`config.mk`:
```
export PLATFORM = sky130hd
export DESIGN_NAME = move_controller_flat
export DESIGN_NICKNAME = d
export VERILOG_FILES = /design/src/rtl/connect4_pkg.sv /design/src/rtl/move_controller_if.sv /design/src/rtl/column_height_tracker.sv /design/src/rtl/move_controller.sv /design/src/flat_wrapper.sv
export SDC_FILE = /design/constraint.sdc
export NUM_CORES = 1
export LEC_CHECK = 0
export ABC_AREA = 1
export ABC_CLOCK_PERIOD_IN_PS = 1300
export BUFFER_PORTS_ARGS = -buffer_cell sky130_fd_sc_hd__buf_2
export CORE_AREA = 2 2 88 90
export DETAILED_ROUTE_END_ITERATION = 6
export DIE_AREA = 0 0 90 92
export REMOVE_ABC_BUFFERS = 1
export SLEW_MARGIN = 25
export SYNTH_ARGS = -nofsm -noshare
export SYNTH_HDL_FRONTEND = slang
export SYNTH_SLANG_ARGS = --single-unit
```
`constraint.sdc`:
```
create_clock -name clk -period 1.3 [get_ports clk]
set_input_delay 0.13 -clock clk [delete_from_list [all_inputs] [get_ports clk]]
set_output_delay 0.13 -clock clk [all_outputs]
set_load 0.05 [all_outputs]
```
`src/rtl/connect4_pkg.sv`:
```
// Shared Connect4 types: board size defaults, cell and game-status encodings, move FSM states.
package connect4_pkg;

  localparam int unsigned ROWS_DEF = 6;
  localparam int unsigned COLS_DEF = 7;
  localparam int unsigned ROW_W    = 3;
  localparam int unsigned COL_W    = 3;
  localparam int unsigned CNT_W    = 6;

  typedef enum logic [1:0] {
    CELL_EMPTY = 2'b00,
    CELL_P0    = 2'b01,
    CELL_P1    = 2'b10
  } cell_t;

  typedef enum logic [1:0] {
    GS_PLAYING = 2'b00,
    GS_P0_WIN  = 2'b01,
    GS_P1_WIN  = 2'b10,
    GS_DRAW    = 2'b11
  } game_status_t;

  typedef enum logic [2:0] {
    ST_IDLE,
    ST_WRITE,
    ST_CHECK,
    ST_UPDATE,
    ST_OVER
  } state_t;

endpackage

```
`src/rtl/move_controller_if.sv`:
```
// Move handshake bus: player drop request, board-memory write port and win-checker handshake.
// master = move controller side, slave = player/memory/checker side.
interface move_controller_if;
  import connect4_pkg::*;

  logic             drop_valid;
  logic [COL_W-1:0] drop_col;
  logic             drop_ready;
  logic             mem_we;
  logic [ROW_W-1:0] mem_row;
  logic [COL_W-1:0] mem_col;
  logic [1:0]       mem_data;
  logic             mem_clr;
  logic             chk_start;
  logic             chk_done;
  logic             chk_win;

  modport master (
    input  drop_valid, drop_col, chk_done, chk_win,
    output drop_ready, mem_we, mem_row, mem_col, mem_data, mem_clr, chk_start
  );

  modport slave (
    output drop_valid, drop_col, chk_done, chk_win,
    input  drop_ready, mem_we, mem_row, mem_col, mem_data, mem_clr, chk_start
  );

endinterface

```
`src/rtl/column_height_tracker.sv`:
```
// Per-column fill heights: one 3-bit counter per column with increment, clear and a read port.
// The read port is combinational; an out-of-range column reads as height 0 and not full.
module column_height_tracker
  import connect4_pkg::*;
#(
  parameter int unsigned ROWS = ROWS_DEF,
  parameter int unsigned COLS = COLS_DEF
) (
  input  logic             clk,
  input  logic             reset,
  input  logic             clr_i,
  input  logic             inc_i,
  input  logic [COL_W-1:0] inc_col_i,
  input  logic [COL_W-1:0] rd_col_i,
  output logic [ROW_W-1:0] rd_height_o,
  output logic             col_full_o
);

  logic [ROW_W-1:0] height_q [COLS];

  // Height counters: clear wins over increment
  always_ff @(posedge clk or posedge reset) begin
    if (reset) begin
      for (int c = 0; c < int'(COLS); c++) height_q[c] <= '0;
    end else begin
      for (int c = 0; c < int'(COLS); c++) begin
        if (clr_i) begin
          height_q[c] <= '0;
        end else if (inc_i && (inc_col_i == COL_W'(c))) begin
          height_q[c] <= height_q[c] + ROW_W'(1);
        end
      end
    end
  end

  // Read mux for the addressed column
  always_comb begin
    rd_height_o = '0;
    for (int c = 0; c < int'(COLS); c++) begin
      if (rd_col_i == COL_W'(c)) rd_height_o = height_q[c];
    end
  end

  assign col_full_o = (rd_height_o == ROW_W'(ROWS));

endmodule

```
`src/rtl/move_controller.sv`:
```
// Connect4 move sequencer: validates a column drop, writes the cell, runs the win check and
// updates turn, move count and game status.
// Optional: define MOVE_TIMEOUT_EN to forfeit a turn after TIMEOUT_CYCLES idle cycles.
module move_controller
  import connect4_pkg::*;
#(
  parameter int unsigned ROWS           = ROWS_DEF,
  parameter int unsigned COLS           = COLS_DEF,
  parameter int unsigned TIMEOUT_CYCLES = 1000
) (
  input  logic                clk,
  input  logic                reset,
  input  logic                new_game,
  move_controller_if.master   bus,
  output logic                invalid_move,
  output logic                player_turn,
  output logic                board_full,
  output logic [1:0]          game_status,
  output logic [CNT_W-1:0]    move_count,
  output logic                turn_timeout
);

  localparam int unsigned CELLS = ROWS * COLS;

  state_t           state_q;
  logic [ROW_W-1:0] row_q;
  logic [COL_W-1:0] col_q;
  logic [1:0]       data_q;
  logic             we_q;
  logic             clr_q;
  logic             start_q;
  logic             inv_q;
  logic             turn_q;
  logic             full_q;
  logic             win_q;
  logic [1:0]       status_q;
  logic [CNT_W-1:0] count_q;

  logic [ROW_W-1:0] height;
  logic             col_full;
  logic             bad_drop;

  column_height_tracker #(
    .ROWS (ROWS),
    .COLS (COLS)
  ) u_heights (
    .clk         (clk),
    .reset       (reset),
    .clr_i       (new_game),
    .inc_i       ((state_q == ST_WRITE) && !new_game),
    .inc_col_i   (col_q),
    .rd_col_i    (bus.drop_col),
    .rd_height_o (height),
    .col_full_o  (col_full)
  );

  assign bad_drop = (32'(bus.drop_col) >= COLS) || col_full;

`ifdef MOVE_TIMEOUT_EN
  localparam int unsigned TO_W = $clog2(TIMEOUT_CYCLES + 1);

  logic [TO_W-1:0] to_cnt_q;
  logic            to_pulse_q;
  logic            to_expire;

  assign to_expire = (state_q == ST_IDLE) && (status_q == 2'(GS_PLAYING)) && !bus.drop_valid &&
                     (to_cnt_q == TO_W'(TIMEOUT_CYCLES - 1));

  // Idle-turn counter: runs only while waiting for a drop in a live game
  always_ff @(posedge clk or posedge reset) begin
    if (reset) begin
      to_cnt_q   <= '0;
      to_pulse_q <= 1'b0;
    end else begin
      to_pulse_q <= 1'b0;
      if (new_game || (state_q != ST_IDLE) || (status_q != 2'(GS_PLAYING)) || bus.drop_valid) begin
        to_cnt_q <= '0;
      end else if (to_expire) begin
        to_cnt_q   <= '0;
        to_pulse_q <= 1'b1;
      end else begin
        to_cnt_q <= to_cnt_q + TO_W'(1);
      end
    end
  end

  assign turn_timeout = to_pulse_q;
`else
  logic unused_timeout_cfg;
  assign unused_timeout_cfg = ^32'(TIMEOUT_CYCLES);
  assign turn_timeout = 1'b0;
`endif

  // Move FSM with registered strobes; new_game overrides any state and any drop
  always_ff @(posedge clk or posedge reset) begin
    if (reset) begin
      state_q  <= ST_IDLE;
      row_q    <= '0;
      col_q    <= '0;
      data_q   <= 2'(CELL_EMPTY);
      we_q     <= 1'b0;
      clr_q    <= 1'b0;
      start_q  <= 1'b0;
      inv_q    <= 1'b0;
      turn_q   <= 1'b0;
      full_q   <= 1'b0;
      win_q    <= 1'b0;
      status_q <= 2'(GS_PLAYING);
      count_q  <= '0;
    end else begin
      we_q    <= 1'b0;
      clr_q   <= 1'b0;
      start_q <= 1'b0;
      inv_q   <= 1'b0;
      if (new_game) begin
        state_q  <= ST_IDLE;
        clr_q    <= 1'b1;
        turn_q   <= 1'b0;
        full_q   <= 1'b0;
        win_q    <= 1'b0;
        status_q <= 2'(GS_PLAYING);
        count_q  <= '0;
      end else begin
        case (state_q)
          ST_IDLE: begin
            if (bus.drop_valid) begin
              if (bad_drop) begin
                inv_q <= 1'b1;
              end else begin
                row_q   <= height;
                col_q   <= bus.drop_col;
                data_q  <= turn_q ? 2'(CELL_P1) : 2'(CELL_P0);
                we_q    <= 1'b1;
                state_q <= ST_WRITE;
              end
            end
`ifdef MOVE_TIMEOUT_EN
            else if (to_expire) begin
              turn_q <= !turn_q;
            end
`endif
          end
          ST_WRITE: begin
            count_q <= count_q + CNT_W'(1);
            start_q <= 1'b1;
            state_q <= ST_CHECK;
          end
          ST_CHECK: begin
            if (bus.chk_done) begin
              win_q   <= bus.chk_win;
              state_q <= ST_UPDATE;
            end
          end
          ST_UPDATE: begin
            full_q <= (count_q == CNT_W'(CELLS));
            if (win_q) begin
              status_q <= turn_q ? 2'(GS_P1_WIN) : 2'(GS_P0_WIN);
              state_q  <= ST_OVER;
            end else if (count_q == CNT_W'(CELLS)) begin
              status_q <= 2'(GS_DRAW);
              state_q  <= ST_OVER;
            end else begin
              turn_q  <= !turn_q;
              state_q <= ST_IDLE;
            end
          end
          ST_OVER: begin
            state_q <= ST_OVER;
          end
          default: begin
            state_q <= ST_IDLE;
          end
        endcase
      end
    end
  end

  assign bus.drop_ready = (state_q == ST_IDLE);
  assign bus.mem_we     = we_q;
  assign bus.mem_row    = row_q;
  assign bus.mem_col    = col_q;
  assign bus.mem_data   = data_q;
  assign bus.mem_clr    = clr_q;
  assign bus.chk_start  = start_q;
  assign invalid_move   = inv_q;
  assign player_turn    = turn_q;
  assign board_full     = full_q;
  assign game_status    = status_q;
  assign move_count     = count_q;

endmodule

```
`src/flat_wrapper.sv`:
```
// flat-port wrapper written by rule: the top's interface ports become plain ports
module move_controller_flat import connect4_pkg::*;
#(
  parameter int unsigned ROWS           = ROWS_DEF,
  parameter int unsigned COLS           = COLS_DEF,
  parameter int unsigned TIMEOUT_CYCLES = 1000
)
  (clk, reset, new_game, invalid_move, player_turn, board_full, game_status, move_count, turn_timeout, bus_drop_valid, bus_drop_col, bus_chk_done, bus_chk_win, bus_drop_ready, bus_mem_we, bus_mem_row, bus_mem_col, bus_mem_data, bus_mem_clr, bus_chk_start);
  move_controller_if bus_i ();
  input  logic clk;
  input  logic reset;
  input  logic new_game;
  output logic invalid_move;
  output logic player_turn;
  output logic board_full;
  output logic [1:0] game_status;
  output logic [CNT_W-1:0] move_count;
  output logic turn_timeout;
  input wire logic [$bits(bus_i.drop_valid)-1:0] bus_drop_valid;
  input wire logic [$bits(bus_i.drop_col)-1:0] bus_drop_col;
  input wire logic [$bits(bus_i.chk_done)-1:0] bus_chk_done;
  input wire logic [$bits(bus_i.chk_win)-1:0] bus_chk_win;
  output wire logic [$bits(bus_i.drop_ready)-1:0] bus_drop_ready;
  output wire logic [$bits(bus_i.mem_we)-1:0] bus_mem_we;
  output wire logic [$bits(bus_i.mem_row)-1:0] bus_mem_row;
  output wire logic [$bits(bus_i.mem_col)-1:0] bus_mem_col;
  output wire logic [$bits(bus_i.mem_data)-1:0] bus_mem_data;
  output wire logic [$bits(bus_i.mem_clr)-1:0] bus_mem_clr;
  output wire logic [$bits(bus_i.chk_start)-1:0] bus_chk_start;
  assign bus_i.drop_valid = bus_drop_valid;
  assign bus_i.drop_col = bus_drop_col;
  assign bus_i.chk_done = bus_chk_done;
  assign bus_i.chk_win = bus_chk_win;
  assign bus_drop_ready = bus_i.drop_ready;
  assign bus_mem_we = bus_i.mem_we;
  assign bus_mem_row = bus_i.mem_row;
  assign bus_mem_col = bus_i.mem_col;
  assign bus_mem_data = bus_i.mem_data;
  assign bus_mem_clr = bus_i.mem_clr;
  assign bus_chk_start = bus_i.chk_start;
  move_controller #(.ROWS(ROWS), .COLS(COLS), .TIMEOUT_CYCLES(TIMEOUT_CYCLES)) u_core (.clk(clk), .reset(reset), .new_game(new_game), .bus(bus_i), .invalid_move(invalid_move), .player_turn(player_turn), .board_full(board_full), .game_status(game_status), .move_count(move_count), .turn_timeout(turn_timeout));
endmodule
```
After elaboration in Yosys (flattened, before gate mapping)

Cells that the tools add are included.
W data, S select, Z words.

Bits of input ports: 9
Output and inout bits: 24
Register bits after elaboration: 47

Bitwise logic cells: 2
Mux-type cells: 55
Reduce and logical (&&, ||, !) cells: 31
Add/sub/neg operators: 8
Equality and inequality tests: 23
Magnitude comparators: 1

Operators by type and width:

| kind                  | number |
|---|---|
| $mux W3               | 27 |
| $eq A3 B3 Y1 const B  | 8 |
| $reduce_bool A2 Y1    | 11 |
| $add A3 B1 Y3 const B | 7 |
| $mux W1               | 20 |
| $eq A3 B2 Y1 const B  | 6 |
| $pmux W3 S5           | 1 |
| $mux W6               | 2 |
| $mux W2               | 5 |
| $eq A3 B1 Y1 const B  | 3 |
| $logic_not A3 Y1      | 3 |
| $ne A3 B3 Y1 const B  | 3 |
| $logic_and A1 B1 Y1   | 8 |
| $add A6 B1 Y6 const B | 1 |
| $eq A6 B6 Y1 const B  | 1 |
| $reduce_and A3 Y1     | 2 |
| $ne A2 B2 Y1 const B  | 2 |
| $reduce_and A2 Y1     | 2 |
| $reduce_and A4 Y1     | 1 |
| $ge A3 B3 Y1 const B  | 1 |
| $reduce_bool A3 Y1    | 1 |
| $logic_not A1 Y1      | 2 |
| $not A1 Y1            | 2 |
| $logic_or A1 B1 Y1    | 1 |

Longest topological paths before layout

Gate-level depths: netlist (run 1).

Depth after elaboration: 14
Gate-level depth with buffers: 13

Modules after synthesis

Synthesis (run 1) repeated with hierarchy kept, for this count alone.

Cells, all modules: 324
Area, all modules: 2532.4 um2

Modules (own cells, without submodules):

| module                | seq. area each (um2) | instances | cells an instance | area an instance (um2) |
|---|---|---|---|---|
| move_controller       | 650.6                | 1         | 156               | 1267.5 |
| column_height_tracker | 525.5                | 1         | 168               | 1265.0 |

Least setup slack after synthesis (run 1)

OpenSTA, ideal clock, no wires.

Kind: register to register
Start: reg u_core.count_q[1], in the netlist u_core.move_count[1]
End: reg u_core.turn_q, in the netlist u_core.player_turn
Data arrival time: 1.500 ns
Cell stages (with the launch flop): 8
Slack: -0.278 ns
Library setup time: 0.077 ns
Clock period less this slack: 1.578 ns
Cells stage by stage: dfrtp_1 ha_1 nand3_1 nor3_1 nor2_1 nand2_1 o21ai_0 a21oi_1

Word-level cells in the longest chain between the ends: 3

Ends and longest elaborated chain:

| element                            | RTL line               | RTL |
|---|---|---|
| start, declared                    | move_controller.sv:37  | `logic [CNT_W-1:0] count_q;` |
| start signal, assigned             | move_controller.sv:144 | `count_q <= count_q + CNT_W'(1);` |
| $eq A6 B6 Y1                       | move_controller.sv:159 | `end else if (count_q == CNT_W'(CELLS)) begin` |
| $ne A2 B2 Y1 (no source line)      | -                      |  |
| $reduce_and A3 Y1 (no source line) | -                      |  |
| end signal, assigned               | move_controller.sv:163 | `turn_q <= !turn_q;` |
| end, declared                      | move_controller.sv:33  | `logic turn_q;` |

No other way between the ends.
A chain may end at the register's enable or synchronous reset.

Worst setup path in the final report (run 1)

Start: reg u_core.u_heights.height_q[18] (netlist bit)
End: reg u_core.col_q[1], in the netlist u_core.bus.mem_col[1]

Word-level cells in the longest chain between the ends: 11

Ends and longest elaborated chain:

| element                            | RTL line                    | RTL |
|---|---|---|
| start, declared                    | column_height_tracker.sv:19 | `logic [ROW_W-1:0] height_q [COLS];` |
| start signal, assigned by index    | column_height_tracker.sv:30 | `height_q[c] <= height_q[c] + ROW_W'(1);` |
| $mux W3 (7 in a row)               | column_height_tracker.sv:40 | `if (rd_col_i == COL_W'(c)) rd_height_o = height_q[c];` |
| $eq A3 B3 Y1                       | column_height_tracker.sv:44 | `assign col_full_o = (rd_height_o == ROW_W'(ROWS));` |
| $logic_or A1 B1 Y1                 | move_controller.sv:57       | `assign bad_drop = (32'(bus.drop_col) >= COLS) \|\| col_full;` |
| $not A1 Y1 (no source line)        | -                           |  |
| $reduce_and A4 Y1 (no source line) | -                           |  |
| end signal, assigned               | move_controller.sv:131      | `col_q <= bus.drop_col;` |
| end, declared                      | move_controller.sv:27       | `logic [COL_W-1:0] col_q;` |

No other way between the ends.

==> results of run 1 <==
==> worst max-delay path, cell delays in order (launching register included) <==
cell and delay (ns):
dfrtp_1 0.40, nand3_1 0.08, nand2_1 0.06, nor2_2 0.13, nand4_1 0.11, nor2_2 0.20
nand3_4 0.13, nand3_4 0.10, nor2_4 0.07, nand2_1 0.07, nand2_1 0.07
==> per-layer routing <==
metal  wire [µm]  global-route usage  vias to the layer above
li1            -                   -                     1170
met1        2710               0.180                     1130
met2        3180               0.279                       42
met3         191              0.0304                       15
met4         146              0.0526                        0
met5           0                   0                        -
==> layout make-up <==
| class | count | area [µm²] |
|---|---|---|
| fillers | 711 | 3770 |
| multi-input cells | 201 | 1320 |
| flip-flops and latches | 47 | 1180 |
| repair buffers | 98 | 732 |
| inverters | 48 | 188 |
| well taps | 102 | 128 |
| clock buffers | 6 | 72.6 |
| clock inverters | 2 | 60.1 |
==> metrics by stage <==
| step | power [mW] | setup WS, ns | hold slack [ns] | TNS [ns] |
|---|---|---|---|---|
| floorplan | 2.21 | -0.289 | 0.161 | -4.07 |
| global placement | 2.64 | -0.262 | 0.191 | -3.97 |
| detailed placement | 2.66 | -0.332 | 0.192 | -4.91 |
| CTS | 4.03 | -0.206 | 0.0764 | -4.00 |
| global route | 4.24 | -0.306 | 0.108 | -6.97 |
| finish | 4.04 | -0.232 | 0.0866 | -4.10 |
==> how the worst max path moves through the flow <==
stage,endpoint,slack [ns]
6_report,u_core.bus.mem_col[1],-0.23
5_1_grt,u_core.u_heights.height_q[20],-0.31
4_1_cts,u_core.bus.mem_col[1],-0.21
3_5_place_dp,u_core.bus.mem_col[1],-0.33
3_3_place_gp,u_core.bus.mem_col[1],-0.26
2_1_floorplan,u_core.player_turn,-0.29
==> power groups by stage <==
stage	registers [mW]	clock network (mW)	logic [mW]
finish	1.62	1.26	1.16
global route	1.63	1.35	1.26
CTS	1.62	1.31	1.10
detailed placement	1.65	0	1.01
global placement	1.65	0	0.997
floorplan	1.88	0	0.326
==> what timing repair did <==
action	CTS	global route
hold endpoints to repair	47	0
setup buffers	8	6
resized for setup	48	36
endpoints found under the setup margin	34	40
hold buffers	1	0
pin swaps	12	12
==> cells by family after synthesis <==
| logic type | share of synthesized area |
|---|---|
| buf+inv | 0.0914 |
| simple gates | 0.293 |
| other cells | 0.00150 |
| compound gates | 0.100 |
| fa+ha+maj | 0.0449 |
| flops | 0.469 |
==> registers in the layout, summed over array words and instances (netlist names) <==
signal and count:
u_core.u_heights.height_q 21, u_core.game_status 2, u_core.move_count 6, u_core.bus.mem_clr 1, u_core.bus.mem_col 3, u_core.win_q 1, u_core.bus.mem_data 2, u_core.bus.mem_row 3
u_core.bus.mem_we 1, u_core.invalid_move 1, u_core.bus.chk_start 1, u_core.player_turn 1, u_core.state_q 3, u_core.board_full 1
==> placed cells by master (no fill, tap or decap), drive strengths merged <==
cell,count
inv,47
nor3,8
dlygate4sd3,1
a21oi,16
nand2,62
nand4,9
conb,1
o211ai,1
nor4,1
a22o,5
bufinv,2
dfrtp,47
nor2,44
buf,96
clkinv,1
clkbuf,7
o21ai,24
nand3,21
ha,9
==> summary.txt, run 1 <==
Min path
  • WHS Endpoint: u_core.win_q
  • Hold depth: 3
  • Hold/Removal Path Class: in2reg
  • Min-delay src: bus_chk_win

Synthesis
  • FF+latch count, synth: between 40 and 50
  • Top cell type's share of synthesized area: 0.469
  • Synth Flop Type: dfrtp_1
  • Synth warn: 0
  • Seq/Total Area, Yosys: 0.469
  • Most common cell in the synthesized netlist: nand2_1
  • Post-Syn Area: ~2500 µm²
  • Cells after Synth: a little over 300
  • Post-Syn Area per Cell: 8.30 µm²
  • Number of synthesized flops with an enable pin: 0
  • Async S/R FF share, synth: 1.00
  • Synth area leaders: dfrtp_1 47%, nand2_1 9.0%, inv_1 4.8%
  • Post-synth cell types: 28
  • Cell taking the most area after synthesis: dfrtp_1
  • Synth top cells by count: 60 x nand2_1, 47 x dfrtp_1, 32 x inv_1, 32 x nor2_1

Clocking
  • Clock transition at path regs: roughly 0.09 ns
  • CTS tree: done
  • Worst-skew pair later-pin latency: about 0.3 ns
  • Clock Path Buffers: 2
  • Sink Count: 47
  • CTS root buf: clkbuf_8
  • CTS buffer count: 5
  • H-Tree Depth: 2

Layout
  • Syn-to-layout area delta: 46.7%
  • Share of layout cells above drive strength 1: 0.455
  • Fin cells: slightly above 500
  • Final core utilization: 0.494
  • N_diodes: 0
  • Final Instance Area: around 3700 µm²
  • Layout net count: 419

STA
  • Final period util: 1.18
  • Final worst path period need: 1.53 ns
  • Final Max Tran Viols: 0
  • Hold Fails Final Rpt: 0
  • Final count of negative-setup-slack endpoints: 33
  • Fin Clk Skew: around 0.0084 ns
  • RSZ-0062 raised after global routing: true
  • Final setup margin: -0.232 ns
  • Fmax: between 0.6 and 0.7 GHz

Critical path
  • CP required: about 1.5 ns
  • Crit Path Category: reg2reg
  • Crit path DAT: around 1.7 ns
  • CP startpoint kind: flop
  • Crit-path max FO: 8
  • Crit path from: u_core.u_heights.height_q[18]
  • Worst reg2reg endpoint: u_core.bus.mem_col[1]
  • RR Startpoint: u_core.u_heights.height_q[18]
  • Worst setup EP type: flop
  • Cell depth of the worst flop-to-flop path: 10
  • FF-to-FF setup slack: -0.23 ns

Floorplanning
  • I/O pin count: 33
  • Starting Density: 0.337
  • Core footprint: approximately 7400 µm²
  • Die width: 90 µm
  • Die H: 92 µm
  • Num rows: 32
  • Die ar.: a little over 8000 µm²

Detailed routing
  • Initial DRC Count: between 80 and 90
  • Number of vias per cell: around 4.7
  • Wire length per cell: 12.4 µm
  • Post-Route WL: slightly above 6000 µm
  • DRC: 0
  • Pre-Repair DR Iteration Count: 4
  • Vias: between 2,000 and 2,500
  • Post-DRT Antenna Nets: 0

Pwr
  • Leakage: between 1.5 and 2 nW
  • VDD IR max: between 400 and 500 µV
  • Combinational Power Share: 0.286
  • Clock share of power: 0.313
  • Pwr Density: 1100 nW/µm²
  • Internal Power: about 2.7 mW
  • Net Sw Frac: 0.321
  • Sw Pwr: roughly 1.3 mW
  • Sequential power share: 0.401

Status
  • Status: complete, but fails checks
  • Failing checks: setup timing

Global routing
  • Grt total ovfl: 0
  • Number of global-route vias before repair: around 2,400
  • Total Routing Usage GR: 0.153
  • Largest net degree at the start of global routing: between 40 and 50
  • First-pass GRT wire length: roughly 10,000 µm
  • Initial antenna violation count: 0

Placed design
  • Final Wtd Congestion: ~0.84
  • Placed Cells: between 400 and 500
  • HPWL after DPL: about 4500 µm
  • Buffers on Ports: 31
  • Dpl cell area: between 3000 and 4000 µm²

Job
  • Max Cap Violations: 0
Note: power is estimated with default switching activity, not from simulation.
==> run 2, diff against run 1 <==
--- a/config.mk
+++ b/config.mk
@@ -12,6 +12,7 @@
 export DETAILED_ROUTE_END_ITERATION = 6
 export DIE_AREA = 0 0 90 92
 export REMOVE_ABC_BUFFERS = 1
+export SETUP_SLACK_MARGIN = 0.15
 export SLEW_MARGIN = 25
 export SYNTH_ARGS = -nofsm -noshare
 export SYNTH_HDL_FRONTEND = slang
==> run 2 against run 1 <==
The flow still finishes with violations (setup timing). Sequential power is essentially flat. Utilization is 2.0 points higher. Highest routed layer unchanged. Critical path type unchanged. Sequential share of layout area decreased by 1.2 points. Worst setup slack worse by 0.0016 ns. Total power is 4.0% higher.
==> summary.txt, run 2 (synthesis results as in run 1) <==
Layout
  • Commonest cells after routing, fill and taps aside: 54 x nand2_1, 53 x buf_4, 46 x dfrtp_1, 28 x inv_1, 23 x buf_2
  • FF/Latch Area: 1180 µm² (+0.11%)
  • Max FFs per register: 21 (unchanged)
  • Multi-input gate area: 1360 µm² (+3.0%)
  • N_diodes: 0 (unchanged)
  • FILL cells: 688 (-3.2%)
  • Fin cells: 508 (+0.79%)
  • Most common cell after layout, fill and taps aside: nand2_1
  • Syn-to-layout area delta: 52.7%
  • Share of layout cells above drive strength 1: 0.483 (+0.0275)
  • Most flop-heavy register: u_core.u_heights.height_q
  • Final core utilization: 0.514 (+0.0202)
  • Layout net count: 423 (+0.95%)

Critical path
  • Crit path DAT: 1.77 ns (+0.05 ns)
  • Crit-path max FO: 8 (unchanged)
  • Worst setup EP type: flop
  • Top delay family on crit path: simple AND/OR/NAND/NOR gates
  • Crit-path cells: nand3_1, nand3_1, nor2_2, nand4_4, nand3_4, nand3_4, nor2_4, nand2_1, nand2_1
  • CP required: 1.54 ns (+0.05 ns)
  • CP startpoint kind: flop
  • Critical path buffers and inverters: 0 (unchanged)
  • CP max stage cell: dfrtp_1
  • Crit Path Category: reg2reg
  • CP max stage delay: 0.41 ns (about the same)

Detailed routing
  • Initial DRC Count: 94 (+8.0%)
  • Vias: 2,352 (-0.21%)
  • Post-Route WL: 6360 µm (+2.1%)
  • Pre-Repair DR Iteration Count: 4 (unchanged)
  • Post-DRT Antenna Nets: 0 (unchanged)
  • Number of vias per cell: 4.63 (-1.0%)
  • DRC: 0 (unchanged)
  • Wire length per cell: 12.5 µm (+1.3%)

Job
  • Max Cap Violations: 0 (unchanged)

STA
  • Hold Fails Final Rpt: 0 (unchanged)
  • Final period util: 1.18 (+0.00123)
  • Final setup margin: -0.233 ns (-0.00160 ns)
  • Hold WS: 0.0842 ns (-0.00243 ns)
  • Final Max Tran Viols: 0 (unchanged)
  • Fin Clk Skew: 0.00989 ns (+0.00145 ns)
  • Final worst path period need: 1.53 ns (+0.00160 ns)
  • Fmax: 0.652 GHz (-0.10%)
  • Final count of negative-setup-slack endpoints: 38 (+15%)
  • RSZ-0062 raised after global routing: true

Global routing
  • Total Routing Usage GR: 0.156 (+0.00268)
  • First-pass GRT wire length: 10,500 µm (+1.5%)
  • Largest net degree at the start of global routing: 48 (unchanged)
  • Busiest grt layer: met2
  • Grt total ovfl: 0 (unchanged)
  • Routing usage on met3: 0.0304 (unchanged)
  • Number of global-route vias before repair: 2,393 (+1.2%)
  • Grt met2 use: 0.284 (+0.00501)
  • Initial antenna violation count: 0 (unchanged)
  • Met1 Use GR: 0.181 (+0.00166)

Placed design
  • Placed Cells: 482 (unchanged)
  • Buffers on Ports: 31 (unchanged)
  • Place WS: -0.332 ns (unchanged)
  • HPWL after DPL: 4470 µm (unchanged)
  • Final Wtd Congestion: 0.844 (unchanged)

Pwr
  • VDD IR max: 472 µV (+0.68%)
  • Leakage: 1.82 nW (+2.1%)
  • Pwr Density: 1100 nW/µm² (about the same)
  • Design Power: 4.21 mW (+4.0%)

Floorplanning
  • Die width: 90 µm (unchanged)
  • Num rows: 32 (unchanged)
  • Core footprint: 7450 µm² (unchanged)
  • Die ar.: 8280 µm² (unchanged)
  • Die H: 92 µm (unchanged)
  • I/O pin count: 33 (unchanged)
  • Starting Density: 0.337 (unchanged)

Clocking
  • H-Tree Depth: 2 (unchanged)
  • Clock transition at path regs: 0.09 ns (about the same)
  • Worst-skew pair later-pin latency: 0.30 ns (about the same)
  • CTS tree: done
  • CTS root buf: clkbuf_8
  • Sink Count: 47 (unchanged)
  • CTS buffer count: 5 (unchanged)
  • Clock Path Buffers: 2 (unchanged)

Min path
  • Hold/Removal Path Class: in2reg

Status
  • Status: complete, but fails checks
  • Failing checks: setup timing
==> run 2: cell types whose count changed in the layout (fill, tap and decap cells not counted), moves of 2 or more <==
| cell | change |
|---|---|
| nand2_2 | +2 |
| o21ai_0 | -2 |
| buf_8 | +5 |
| nor2_1 | -2 |
| nand2_1 | -2 |
| buf_2 | -6 |
| buf_6 | +7 |
| nor2_4 | +2 |
==> run 2: through the flow <==
stage / TNS, ns / area (µm²)
2_1_floorplan: -4.07 / 2460
3_3_place_gp: -3.97 / 3160
3_5_place_dp: -4.91 / 3160
4_1_cts: -3.93 / 3630
5_1_grt: -8.24 / 3830
6_report: -4.60 / 3830
==> run 2: where the power goes <==
group / switching (mW) / internal [mW]
logic: 0.760 / 0.545
registers: 0.0825 / 1.55
clock network: 0.500 / 0.769
==> run 2: what timing repair did <==
action | 4_1_cts | 5_1_grt
hold buffers | 1 | 0
gates resized for setup | 82 | 40
endpoints found under the setup margin | 48 | 51
endpoints found under the hold margin | 47 | 0
buffers inserted | 10 | 7
pin swaps | 14 | 13
==> run 2: final timing paths <==
kind	startpoint	to	slack [ns]	cells after the start
setup / recovery	u_core.u_heights.height_q[20]	u_core.bus.mem_col[1]	-0.23	9
hold / removal	bus_chk_win	u_core.win_q	0.08	3
setup reg to reg	u_core.u_heights.height_q[20]	u_core.bus.mem_col[1]	-0.23	9
hold reg to reg	u_core.u_heights.height_q[5]	u_core.u_heights.height_q[5]	0.48	1
max in group asynchronous	reset	u_core.u_heights.height_q[16]	0.66	4
min in group asynchronous	reset	u_core.move_count[4]	0.39	4
==> run 2: area by class of cell <==
class,instances,share of cell area
Multi-Input combinational cell,201,0.356
Clock inverter,2,0.0157
Clock buffer,6,0.0190
Inverter,48,0.0490
Timing Repair Buffer,102,0.220
Tap cell,102,0.0333
Sequential cell,47,0.308
==> run 2: routing by layer <==
metal  vias up  wire length (µm)  part of all wire
met5         -                 0                 0
met4         0               188             0.030
met3        19               188             0.030
met2        44              3270              0.51
met1      1110              2710              0.43
li1       1179                 -                 -
==> run 2: worst min-delay path, cell delays in order <==
cell,delay (ns)
buf_2,0.10
nand3_1,0.07
a21oi_1,0.06
